### config.mk
export PLATFORM = sky130hd
export DESIGN_NAME = battle_hp_datapath
export DESIGN_NICKNAME = d
export VERILOG_FILES = /design/src/rtl/battle_hp_datapath.sv
export SDC_FILE = /design/constraint.sdc
export NUM_CORES = 1
export LEC_CHECK = 0
export BUFFER_PORTS_ARGS = -buffer_cell sky130_fd_sc_hd__buf_2
export CORE_MARGIN = 10
export CORE_UTILIZATION = 40
export CTS_CLUSTER_DIAMETER = 150
export DETAILED_ROUTE_END_ITERATION = 6
export SYNTH_ARGS = -nofsm -noshare
export SYNTH_HDL_FRONTEND = slang
export SYNTH_SLANG_ARGS = --single-unit
### constraint.sdc
create_clock -name clk -period 3.85 [get_ports clk]
set_input_delay 0.77 -clock clk [delete_from_list [all_inputs] [get_ports clk]]
set_output_delay 0.77 -clock clk [all_outputs]
set_load 0.03 [all_outputs]
### src/rtl/battle_hp_datapath.sv
// HP datapath for the battle controller: turns the attacker's move into damage,
// drains the defender's HP one point per cycle, and acknowledges each request.
module battle_hp_datapath #(
    parameter int HP_W   = 4,
    parameter int MAX_HP = 15,
    parameter int PWR0   = 1,
    parameter int PWR1   = 2,
    parameter int PWR2   = 3,
    parameter int PWR3   = 4
) (
    input  logic            clk,
    input  logic            reset_n,
    input  logic            new_battle,
    input  logic            apply_damage,
    input  logic            active_trainer,
    input  logic            target,
    input  logic [1:0]      p_move,
    input  logic [1:0]      ai_move,
    output logic [HP_W-1:0] p_hp,
    output logic [HP_W-1:0] ai_hp,
    output logic            p_fainted,
    output logic            ai_fainted,
    output logic            busy,
    output logic            done,
    output logic            err
);

    typedef enum logic [1:0] {
        IDLE  = 2'd0,
        CALC  = 2'd1,
        DRAIN = 2'd2,
        DONE  = 2'd3
    } state_t;

    localparam logic [HP_W-1:0] MAX_HP_V = HP_W'(MAX_HP);
    localparam logic [HP_W-1:0] PWR0_V   = HP_W'(PWR0);
    localparam logic [HP_W-1:0] PWR1_V   = HP_W'(PWR1);
    localparam logic [HP_W-1:0] PWR2_V   = HP_W'(PWR2);
    localparam logic [HP_W-1:0] PWR3_V   = HP_W'(PWR3);

    state_t          state_q, state_d;
    logic            apply_q, apply_d;
    logic            atk_q, atk_d;
    logic            tgt_q, tgt_d;
    logic            err_pend_q, err_pend_d;
    logic [HP_W-1:0] rem_q, rem_d;
    logic [HP_W-1:0] p_hp_q, p_hp_d;
    logic [HP_W-1:0] ai_hp_q, ai_hp_d;

    logic            req;
    logic [1:0]      move_sel;
    logic [HP_W-1:0] tgt_hp;

    // new_battle is folded into the synchronous reset so both abort identically
    always_ff @(posedge clk) begin
        if (!reset_n || new_battle) begin
            state_q    <= IDLE;
            apply_q    <= 1'b0;
            atk_q      <= 1'b0;
            tgt_q      <= 1'b0;
            err_pend_q <= 1'b0;
            rem_q      <= '0;
            p_hp_q     <= MAX_HP_V;
            ai_hp_q    <= MAX_HP_V;
        end else begin
            state_q    <= state_d;
            apply_q    <= apply_d;
            atk_q      <= atk_d;
            tgt_q      <= tgt_d;
            err_pend_q <= err_pend_d;
            rem_q      <= rem_d;
            p_hp_q     <= p_hp_d;
            ai_hp_q    <= ai_hp_d;
        end
    end

    always_comb begin
        state_d    = state_q;
        apply_d    = apply_damage;
        atk_d      = atk_q;
        tgt_d      = tgt_q;
        err_pend_d = err_pend_q;
        rem_d      = rem_q;
        p_hp_d     = p_hp_q;
        ai_hp_d    = ai_hp_q;

        req      = apply_damage & ~apply_q;
        move_sel = atk_q ? ai_move : p_move;
        tgt_hp   = tgt_q ? ai_hp_q : p_hp_q;

        unique case (state_q)
            IDLE: begin
                if (req) begin
                    atk_d      = active_trainer;
                    tgt_d      = target;
                    err_pend_d = 1'b0;
                    state_d    = CALC;
                end
            end
            CALC: begin
                // Move codes are read here so the controller can settle them after the strobe
                if (atk_q == tgt_q) begin
                    rem_d      = '0;
                    err_pend_d = 1'b1;
                end else begin
                    unique case (move_sel)
                        2'd0:    rem_d = PWR0_V;
                        2'd1:    rem_d = PWR1_V;
                        2'd2:    rem_d = PWR2_V;
                        default: rem_d = PWR3_V;
                    endcase
                end
                state_d = DRAIN;
            end
            DRAIN: begin
                if ((rem_q != '0) && (tgt_hp != '0)) begin
                    rem_d = rem_q - 1'b1;
                    if (tgt_q) begin
                        ai_hp_d = ai_hp_q - 1'b1;
                    end else begin
                        p_hp_d = p_hp_q - 1'b1;
                    end
                end else begin
                    state_d = DONE;
                end
            end
            default: begin
                err_pend_d = 1'b0;
                state_d    = IDLE;
            end
        endcase
    end

    assign p_hp       = p_hp_q;
    assign ai_hp      = ai_hp_q;
    assign p_fainted  = (p_hp_q == '0);
    assign ai_fainted = (ai_hp_q == '0);
    assign busy       = (state_q != IDLE);
    assign done       = (state_q == DONE);
    assign err        = (state_q == DONE) && err_pend_q;

endmodule

==> metrics.csv <==
stage,metric,value,unit
placed_design,PortBufs,22,
logic_synthesis,post-synthesis async set-or-reset flop share,0,%
logic_synthesis,number of enable flip-flop cells after synthesis,0,
logic_synthesis,post-synthesis adder-cell area fraction,9.08,%
logic_synthesis,YS warnings,0,
final_layout,Antenna Cells,0,
logic_synthesis,"Avg Cell Area, Syn",8.82,um2
global_route,total track usage,10.1,%
placed_design,Routability Congestion,0.767,
detailed_routing,vias per cell,5.50,
sta,Final Critical Period,2120,ps
sta,Tightest Pin Transition,485,ps
sta,Fmax,0.472,GHz
worst_setup_path,Critical Path Source Type,register,
final_layout,Finished Cell Area,1250,um2
placed_design,Post-DP Area,1210,um2
clock_network,clk_lat worst skew,300,ps
logic_synthesis,Synth Cell Area,1100,um2
worst_setup_path,highest-delay cell along the critical path,dfxtp_1,
power,Flop pwr share,54.7,%
clock_network,number of post-CTS setup repair buffers,0,
global_route,first-pass GRT wire length,4380,um
min_path,Worst Hold Class,register to register,
logic_synthesis,mux cell area share after synthesis,5.68,%
worst_setup_path,CP Class,register to output port,
logic_synthesis,most frequent cell after synthesis,dfxtp_1,
power,Clock Power Share,33.9,%
power,Pleak,0.561,nW
logic_synthesis,register area share after synthesis,32.7,%
power,Cell Pwr Density,281,nW/um2
detailed_routing,drt wl/cell,14.3,um
power,Combinational Power Share,11.4,%
clock_network,clk sinks,18,
floorplanning,Vert. Die Dim,72.5,um
worst_setup_path,crit end category,output port,
global_route,GRT Residual Overflow,0,
final_layout,Final nets,164,
clock_network,cts-stage hold buffer count,0,
sta,Final setup viols,0,
clock_network,# H-tree levels,1,
global_route,largest net degree at the start of global routing,21,
logic_synthesis,XOR/XNOR Fraction of Synth Area,1.59,%
floorplanning,Die Width,72.5,um
final_layout,final non-filler cell total,175,
final_layout,area delta synth->final,13.3,%
final_layout,layout cell share with drive strength beyond 1,24.8,%
sta,post-route setup TNS,0,ps
logic_synthesis,synth cell count leaders,"18 x dfxtp_1, 9 x inv_1, 8 x ha_1, 7 x nand2_1",
worst_setup_path,worst path cell trace,inv_1 > ha_1 > nor3b_1 > buf_2,
floorplanning,Initial Util,43.3,%
clock_network,PostCTS Resize Cnt,0,
detailed_routing,starting DRC count in detailed routing,29,
logic_synthesis,largest family of logic cells by synthesized area,simple AND/OR/NAND/NOR gates,
worst_setup_path,crit path DAT,1350,ps
detailed_routing,DR vias,962,
sta,unrepaired setup endpoints after global routing,no,
logic_synthesis,simple-gate share of the synthesized area,26.3,%
floorplanning,num rows,18,
floorplanning,die area,5260,um2
detailed_routing,drt total wl,2510,um
detailed_routing,Residual DRC,0,
clock_network,"CTS clk-pin slew, worst paths",110,ps
power,Peak VDD IR,0.152,mV
global_route,initial antenna violation count,0,
detailed_routing,final antenna-violating net count,0,
power,Power Total,0.351,mW
clock_network,number of buffers created by CTS,3,
global_route,vias in the first global route,969,
placed_design,Inst Count DP,171,
clock_network,Root Buffer,clkbuf_4,
sta,clk_skew,0.987,ps
clock_network,CTS tree,done,
floorplanning,Ports,23,
logic_synthesis,"top cells by area, synth","dfxtp_1 33%, ha_1 9.1%, mux2i_1 3.6%",
sta,slew margin rel.,67.5,%
worst_setup_path,critical path's largest stage delay,340,ps
clock_network,clk buf depth,2,
outcome,outcome,completed,
sta,Final period util,55.0,%
logic_synthesis,Yosys reg bits,18,
power,sw power,0.0862,mW
detailed_routing,DRT Pass-1 Iters,4,
logic_synthesis,cell count after synthesis,125,
sta,Final Hold Fails,0,
power,switching fraction of total power,24.6,%
logic_synthesis,Synth Flop Type,dfxtp_1,
logic_synthesis,top-area cell type share of the netlist area,32.7,%
floorplanning,core box area,2540,um2
sta,"Slew Viols, Final",0,
logic_synthesis,number of distinct library cells after synthesis,45,
flow_run,maxcap violations,0,
logic_synthesis,"area leader, netlist",dfxtp_1,
worst_setup_path,crit-path max FO,3,
worst_setup_path,worst endpoint required time,3080,ps
placed_design,detailed-placement wirelength estimate,1920,um
logic_synthesis,Post-Syn Nets,143,
logic_synthesis,compound-gate portion of the synthesized area,17.5,%
power,Pint,0.265,mW
registers in the layout, summed over array words and instances, names as in the netlist:
register	cells
rem_q	4
tgt_q	1
ai_hp	4
state_q	2
err_pend_q	1
apply_q	1
atk_q	1
p_hp	4
layout make-up:
type | count | area, um2
Clock buffer | 4 | 36.3
Fill cell | 271 | 1300
Inverter | 9 | 33.8
Multi-Input combinational cell | 91 | 663
Sequential cell | 18 | 360
Tap cell | 30 | 37.5
Timing Repair Buffer | 23 | 118
power groups by stage:
stage / Combinational [mW] / Clock [mW] / Sequential [mW]
after floorplan: 0.0292 / 0 / 0.195
after global placement: 0.0396 / 0 / 0.196
after detailed placement: 0.0402 / 0 / 0.196
after CTS: 0.0406 / 0.125 / 0.192
after global routing: 0.0459 / 0.132 / 0.192
final: 0.0401 / 0.119 / 0.192
routing by layer:
layer	up-vias	GRT usage (%)	share of wire, %
met5	-	0	0
met3	5	3.13	5.1
met1	448	11.3	46
li1	488	-	-
met2	21	17.2	47
met4	0	4.01	1.5
worst paths after layout:
kind,from,endpoint,slack (ps),cells past startpoint
worst max-delay path,ai_hp[0],ai_fainted,1730,4
worst min-delay path,rem_q[1],rem_q[1],500,2
worst max register to register,tgt_q,ai_hp[1],1840,4
worst min register to register,rem_q[1],rem_q[1],500,2
stage by stage:
stage / utilization [%] / hold WS [ps] / setup slack (ps)
2_1_floorplan: - / 448 / 1660
3_3_place_gp: 47.6 / 465 / 1900
3_5_place_dp: 47.6 / 484 / 1870
4_1_cts: 49.1 / 501 / 1710
5_1_grt: 49.1 / 541 / 1610
6_report: 49.1 / 497 / 1730
cells in the final DEF (no fill, tap or decap), types with 4 or more instances in the layout:
cell type  netlist  routed
nand2_1          7       7
inv_1            9       9
nand4_1          5       5
nor2_1           4       4
mux2i_1          4       4
ha_1             8       8
buf_2            0      22
dfxtp_1         18      18
a21oi_1          4       4
o21ai_1          5       5
cell families after synthesis:
family / after synthesis
buf+inv: 16
fa+ha+maj: 8
compound gates: 27
flops: 18
mux: 6
simple gates: 48
xor+xnor: 2
critical path, delay by kind of cell (launching register included):
kind	cells	cell delay, ps
buffers and inverters	2	330
and+or+nand+nor	1	200
adders and majority gates	1	180
DFF	1	340
Note: power is estimated with default switching activity, not from simulation.
